[config.mk]
export PLATFORM = sky130hd
export DESIGN_NAME = mem_req_ctrl
export DESIGN_NICKNAME = d
export VERILOG_FILES = /design/src/rtl/mem_req_ctrl.sv
export SDC_FILE = /design/constraint.sdc
export NUM_CORES = 1
export LEC_CHECK = 0
export CAP_MARGIN = 25
export CORE_UTILIZATION = 45
export CTS_CLUSTER_SIZE = 40
export DETAILED_ROUTE_END_ITERATION = 7
export PLACE_DENSITY = 0.95
export SYNTH_ARGS = -nofsm -noshare
export SYNTH_HDL_FRONTEND = slang
export SYNTH_SLANG_ARGS = --single-unit
[constraint.sdc]
create_clock -name Clk -period 3.2 [get_ports Clk]
set_input_delay 0.48 -clock Clk [delete_from_list [all_inputs] [get_ports Clk]]
set_output_delay 0.48 -clock Clk [all_outputs]
set_load 0.005 [all_outputs]
[src/rtl/mem_req_ctrl.sv]
// Single-outstanding request controller that sequences a synchronous RAM through setup/access phases.
// Optional write readback verification is compiled in with `define MEM_REQ_CTRL_VERIFY_EN.
module mem_req_ctrl #(
  parameter int ADDR_W = 16,
  parameter int DATA_W = 32
) (
  input  logic              Clk,
  input  logic              Reset_n,
  input  logic              Req_Valid,
  output logic              Req_Ready,
  input  logic              Req_RW,
  input  logic [ADDR_W-1:0] Req_Addr,
  input  logic [DATA_W-1:0] Req_Data,
  output logic              Resp_Valid,
  input  logic              Resp_Ready,
  output logic [DATA_W-1:0] Resp_Data,
  output logic              Resp_Err,
  output logic              Mem_Enable,
  output logic              Mem_RW,
  output logic [ADDR_W-1:0] Mem_Address,
  output logic [DATA_W-1:0] Mem_In,
  input  logic [DATA_W-1:0] Mem_Out
);

  typedef enum logic [2:0] {
    IDLE    = 3'd0,
    SETUP   = 3'd1,
    ACCESS  = 3'd2,
    VSETUP  = 3'd3,
    VACCESS = 3'd4,
    RESP    = 3'd5
  } state_t;

  state_t r_state;
  logic   r_rw;

`ifdef MEM_REQ_CTRL_VERIFY_EN
  logic r_resp_err;
  assign Resp_Err = r_resp_err;
`else
  assign Resp_Err = 1'b0;
`endif

  // Mem_Address/Mem_In double as the registered request, so they stay put
  // from SETUP through every enabled cycle of the transaction.
  always_ff @(posedge Clk or negedge Reset_n) begin
    if (!Reset_n) begin
      r_state     <= IDLE;
      r_rw        <= 1'b1;
      Req_Ready   <= 1'b0;
      Resp_Valid  <= 1'b0;
      Resp_Data   <= '0;
      Mem_Enable  <= 1'b0;
      Mem_RW      <= 1'b1;
      Mem_Address <= '0;
      Mem_In      <= '0;
`ifdef MEM_REQ_CTRL_VERIFY_EN
      r_resp_err  <= 1'b0;
`endif
    end else begin
      // NOTE: non-blocking assignments throughout, so every branch sees the
      // pre-edge values of state and outputs regardless of statement order.
      case (r_state)
        IDLE: begin
          if (Req_Valid && Req_Ready) begin
            r_state     <= SETUP;
            r_rw        <= Req_RW;
            Req_Ready   <= 1'b0;
            Mem_RW      <= Req_RW;
            Mem_Address <= Req_Addr;
            Mem_In      <= Req_Data;
`ifdef MEM_REQ_CTRL_VERIFY_EN
            r_resp_err  <= 1'b0;
`endif
          end else begin
            Req_Ready <= 1'b1;
          end
        end
        SETUP: begin
          r_state    <= ACCESS;
          Mem_Enable <= 1'b1;
        end
        ACCESS: begin
          Mem_Enable <= 1'b0;
          if (r_rw) begin
            Resp_Data  <= Mem_Out;
            Resp_Valid <= 1'b1;
            r_state    <= RESP;
          end else begin
`ifdef MEM_REQ_CTRL_VERIFY_EN
            // Switch to read only now that the enable is low for VSETUP.
            Mem_RW  <= 1'b1;
            r_state <= VSETUP;
`else
            Resp_Data  <= Mem_In;
            Resp_Valid <= 1'b1;
            r_state    <= RESP;
`endif
          end
        end
`ifdef MEM_REQ_CTRL_VERIFY_EN
        VSETUP: begin
          r_state    <= VACCESS;
          Mem_Enable <= 1'b1;
        end
        VACCESS: begin
          Mem_Enable <= 1'b0;
          Resp_Data  <= Mem_In;
          r_resp_err <= (Mem_Out != Mem_In);
          Resp_Valid <= 1'b1;
          r_state    <= RESP;
        end
`endif
        RESP: begin
          if (Resp_Ready) begin
            Resp_Valid <= 1'b0;
            Req_Ready  <= 1'b1;
            r_state    <= IDLE;
          end
        end
        default: begin
          Mem_Enable <= 1'b0;
          Resp_Valid <= 1'b0;
          r_state    <= IDLE;
        end
      endcase
    end
  end

endmodule

# --- Yosys cells after proc, flatten, opt, wreduce, memory -nomap -nowiden ---
# Cells that the tools add are included.
classes:
  mux: 10
  n_reduce_logical: 9
  eq_ne: 5
  n_bitwise: 1
op_table:
  columns: ["op", "n"]
  rows:
  - ["$mux W32", 1]
  - ["$pmux W3 S4", 1]
  - ["$reduce_and A2 Y1", 4]
  - ["$mux W3", 2]
  - ["$ne A2 B2 Y1 const B", 2]
  - ["$pmux W1 S2", 2]
  - ["$reduce_or A2 Y1", 2]
  - ["$eq A3 B1 Y1 const B", 1]
  - ["$eq A3 B2 Y1 const B", 1]
  - ["$eq A3 B3 Y1 const B", 1]
  - ["$logic_not A3 Y1", 1]
  - ["$mux W1", 3]
  - ["$pmux W1 S3", 1]
  - ["$reduce_bool A2 Y1", 1]
  - ["$logic_and A1 B1 Y1", 1]
  - ["$not A1 Y1", 1]
word_totals:
  reg_bits: 87
  word_cells: 33
  input_bits: 85
  out_inout_bits: 85

# --- Depth between registers and ports, before layout ---
logic_depth:
  depth_word: 4
  mapped_depth: 6
  depth_no_buf: 3

# --- Worst setup path before layout ---
# OpenSTA, ideal clock, no wires.
synth_timing:
  path_kind: "register to register"
  from: "register r_state[2]"
  to: "register Mem_Address[0]"
  n_path_buf: 2
  synth_period_minus_slack_ns: 1.535
  path_slack_ns: 1.665
  arrival_ns: 1.410
  path_stages_with_launch: 5
  required_ns: 3.075
  setup_time_ns: 0.125
  cell_sequence: "dfrtp_1 -> buf_2 -> nor4_4 -> buf_6 -> mux2_4"
synth_between:
  elab_chain_cells: 2
synth_rtl:
  columns: ["item", "line_no", "rtl"]
  rows:
  - ["start: declaration", "34", "state_t r_state;"]
  - ["start signal: assignment", "48", "r_state <= IDLE;"]
  - ["start signal: assignment", "66", "r_state <= SETUP;"]
  - ["start signal: assignment", "80", "r_state <= ACCESS;"]
  - ["$logic_not A3 Y1", "63", "case (r_state)"]
  - ["$reduce_and A2 Y1 (no line)", null, null]
  - ["end signal: assignment", "70", "Mem_Address <= Req_Addr;"]
  - ["end: declaration", "20", "output logic [ADDR_W-1:0] Mem_Address,"]
# No other way between the ends.
# A chain may end at the register's enable or synchronous reset.

==> flow_summary.yaml <==
drt:
  final_ant_viol_nets: 0
  routed_wl_mm: 9.13
  drt_first_iter_violations: 58
  wl_per_cell_um: 16.7
  via_count: 2741
  drc_errors: 0
  vias_per_cell: 5.00
  detailedRoute.firstPassIterationCount: 4
synthesis:
  yosysWarnings: 0
  synth_top_family_by_area: "multiplexers"
  post_synth_inst_count: 271
  synth_seq_area_share_pct: 57.7
  post_synth_xor_area_fraction_pct: 0
  syn_nets: 356
  yosys_register_bits: 87
  syn_area_per_cell_um2: 13.9
  netlist_area_um2: 3780
  compound_gate_fraction_of_synth_area_pct: 5.50
  post_synth_fa_ha_maj_area_fraction_pct: 0
  ys_types: 24
  yosys.area_share.simple_pct: 5.20
  synthMuxAreaShare_pct: 28.0
critical_path:
  ff2ff_setup_slack_ns: 1.46
  critical_path.max_stage_delay_ns: 0.53
  crit_path_cell_trace: "clkdlybuf4s50_1"
  timing.rr.start: "r_state[0]$_DFFE_PN0P_"
  timing.critical_path.depth: 1
  timing.critical_path.arrival_ns: 1.40
  reg2reg_depth: 3
  worst-endpoint-required_ns: 2.72
  worst_path_buf_inv: 1
  timing.critical_path.max_delay_family: "flip-flops"
  crit_end: "Mem_RW"
  end_kind: "primary output"
  cpMaxStageDelayCell: "dfstp_2"
  setup.worst_path.start_class: "register"
  worst_r2r_endpoint: "Mem_Address[3]$_DFFE_PN0P_"
  crit_start: "r_rw$_DFFE_PN1P_"
  crit_type: "register to primary output"
  worst-path-max-fanout: 2
clocking:
  cts_root_buffer: "clkbuf_8"
  cts.hold.buffers_added: 0
  clock_tree.buffer_depth: 2
  tritoncts.num_buffers: 9
  cts_resized: 0
  worst_skew_pair.late_latency_ns: 0.34
  cts.clk_slew.worst_paths_ns: 0.08
  htree_levels: 3
  clock_tree_from_tritoncts: "built"
  post_cts.repair.setup_buffers: 0
  cts.sink_count: 87
sta:
  fin_worst_skew_ns: 0.00966
  finalHoldViolCount: 0
  rsz0062_at_grt: "no"
  clock.fmax_ghz: 0.533
  fin_crit_ns: 1.88
  final_setup_violation_count: 0
  maxSlewViolCount: 0
  maxSlewHeadroom_pct: 59.2
  timing_worst_slew_pin_value_ns: 0.612
  setup-tns-final_ns: 0
  fin_crit_sh_pct: 58.6
status:
  outcome: "complete, no violations"
power_and_ir_drop:
  vdd.ir_drop.worst_v: 0.000489
  power_frac_clock_pct: 14.3
  power.share.sequential_pct: 35.6
  cell_internal_pwr_mw: 4.07
  p_sw_mw: 1.81
  power.switching_fraction_pct: 30.7
  static-leakage-power_nw: 2.50
  power.density_nw_per_um2: 1020
  power_frac_comb_pct: 50.0
die:
  die_height_um: 93.6
  fp-row-count: 33
  die_w_um: 93.6
  die_area_um2: 8760
  core_um2: 8180
  floorplan.io_pins: 170
  start_util_pct: 46.2
global_routing:
  pin_count_of_the_biggest_net_entering_global_routing: 88
  grt_first_pass_wirelength_mm: 14.3
  groute.usage.overall_pct: 21.6
  antenna_found_initial: 0
  grt_overflow: 0
  first_global_vias: 2903
placed_design:
  hpwlAfterDp_mm: 6.57
  port-buffer-count: 168
  gp_congestion: 0.730
layout:
  n_fill_cell: 577
  final_core_utilization_pct: 70.4
  antennaDiodeCount: 0
  drive_gt1_share_pct: 16.9
  layout-area-overhead-vs-synth_pct: 52.3
  num-nets-final: 523
  multi_input_logic_area_um2: 1470
  ff_latch_area_um2: 2180
flow_run:
  drv.max_cap_violation_count: 0
min_path:
  hold_class: "primary input to async pin"
## worst min path at each step
stage / end / cells past startpoint
after floorplan: Mem_Address[0]$_DFFE_PN0P_ / 0
after global placement: Mem_Address[14]$_DFFE_PN0P_ / 1
after detailed placement: Mem_Address[11]$_DFFE_PN0P_ / 1
after CTS: Resp_Data[15]$_DFFE_PN0P_ / 1
after global routing: Mem_In[15]$_DFFE_PN0P_ / 1
final: Resp_Data[15]$_DFFE_PN0P_ / 1
## final cells by class
type | instances | share of cell area, %
clock buffer | 13 | 2.76
inverter | 3 | 0.196
multi-input combinational | 163 | 25.6
timing repair buffer | 174 | 30.2
sequential | 87 | 37.9
tap | 105 | 2.28
clock inverter | 3 | 1.13
## flip-flops by register name (all words and copies together), names as in the netlist
name	cells
Mem_Address	16
Mem_Enable	1
Mem_In	32
Req_Ready	1
Resp_Data	32
Resp_Valid	1
r_rw	1
r_state	3
## routing by layer
layer	part of all wire (%)	routed length, um	vias up	global-route usage, %
met2	52	4740	112	38.5
met3	6.0	551	16	4.96
li1	-	-	1271	-
met1	40	3640	1342	25.0
met4	2.1	193	0	8.85
met5	0	0	-	0
## cell usage after synthesis
master,n,area [um2]
dfrtp_1,86,2150
mux2_4,49,736
a21oi_1,34,170
nor2_1,33,124
mux2i_1,32,320
buf_2,8,40.0
buf_6,5,56.3
clkbuf_1,3,11.3
inv_1,3,11.3
buf_4,2,15.0
nand2_1,2,7.51
nand2b_1,2,12.5
a21bo_2,1,10.0
a31o_2,1,8.76
a31oi_1,1,6.26
conb_1,1,3.75
dfstp_2,1,26.3
nand4_1,1,6.26
nor3_1,1,5.00
nor3b_2,1,12.5
nor4_4,1,21.3
o21ai_0,1,5.00
o31ai_1,1,7.51
or2b_1,1,7.51
## cell families after synthesis
| family | Yosys count |
|---|---|
| AOI/OAI and AO/OA | 39 |
| muxes | 81 |
| buffers and inverters | 21 |
| DFF | 87 |
| other | 1 |
| and+or+nand+nor | 42 |
## per-stage QoR
stage / setup slack (ns) / hold slack, ns / instance area (um2) / instances / total power, mW
after floorplan: 1.66 / 0.184 / 3780 / 271 / 3.60
after global placement: 1.09 / 0.497 / 5510 / 531 / 4.92
after detailed placement: 1.04 / 0.497 / 5510 / 531 / 5.06
after CTS: 1.30 / 0.362 / 5730 / 547 / 5.93
after global routing: 1.28 / 0.171 / 5750 / 548 / 6.24
final: 1.32 / 0.137 / 5750 / 548 / 5.87
## power by group through the flow
stage	sequential, mW	combinational, mW	clock (mW)
after detailed placement	2.10	2.96	0
after CTS	2.10	2.97	0.866
after floorplan	2.06	1.53	0
after global placement	2.07	2.85	0
after global routing	2.17	3.16	0.905
final	2.09	2.94	0.843
## cell usage in the layout (no fill, tap or decap), types with 2 or more instances in the layout
master,Yosys,routed
nand2b_1,2,2
buf_4,2,6
bufinv_16,0,2
a21oi_1,34,34
clkdlybuf4s50_1,0,167
clkbuf_1,3,2
mux2_4,49,49
clkbuf_8,0,11
nand2_1,2,2
nor2_1,33,33
dfrtp_1,86,86
inv_1,3,3
mux2i_1,32,32
Note: power is estimated with default switching activity, not from simulation.
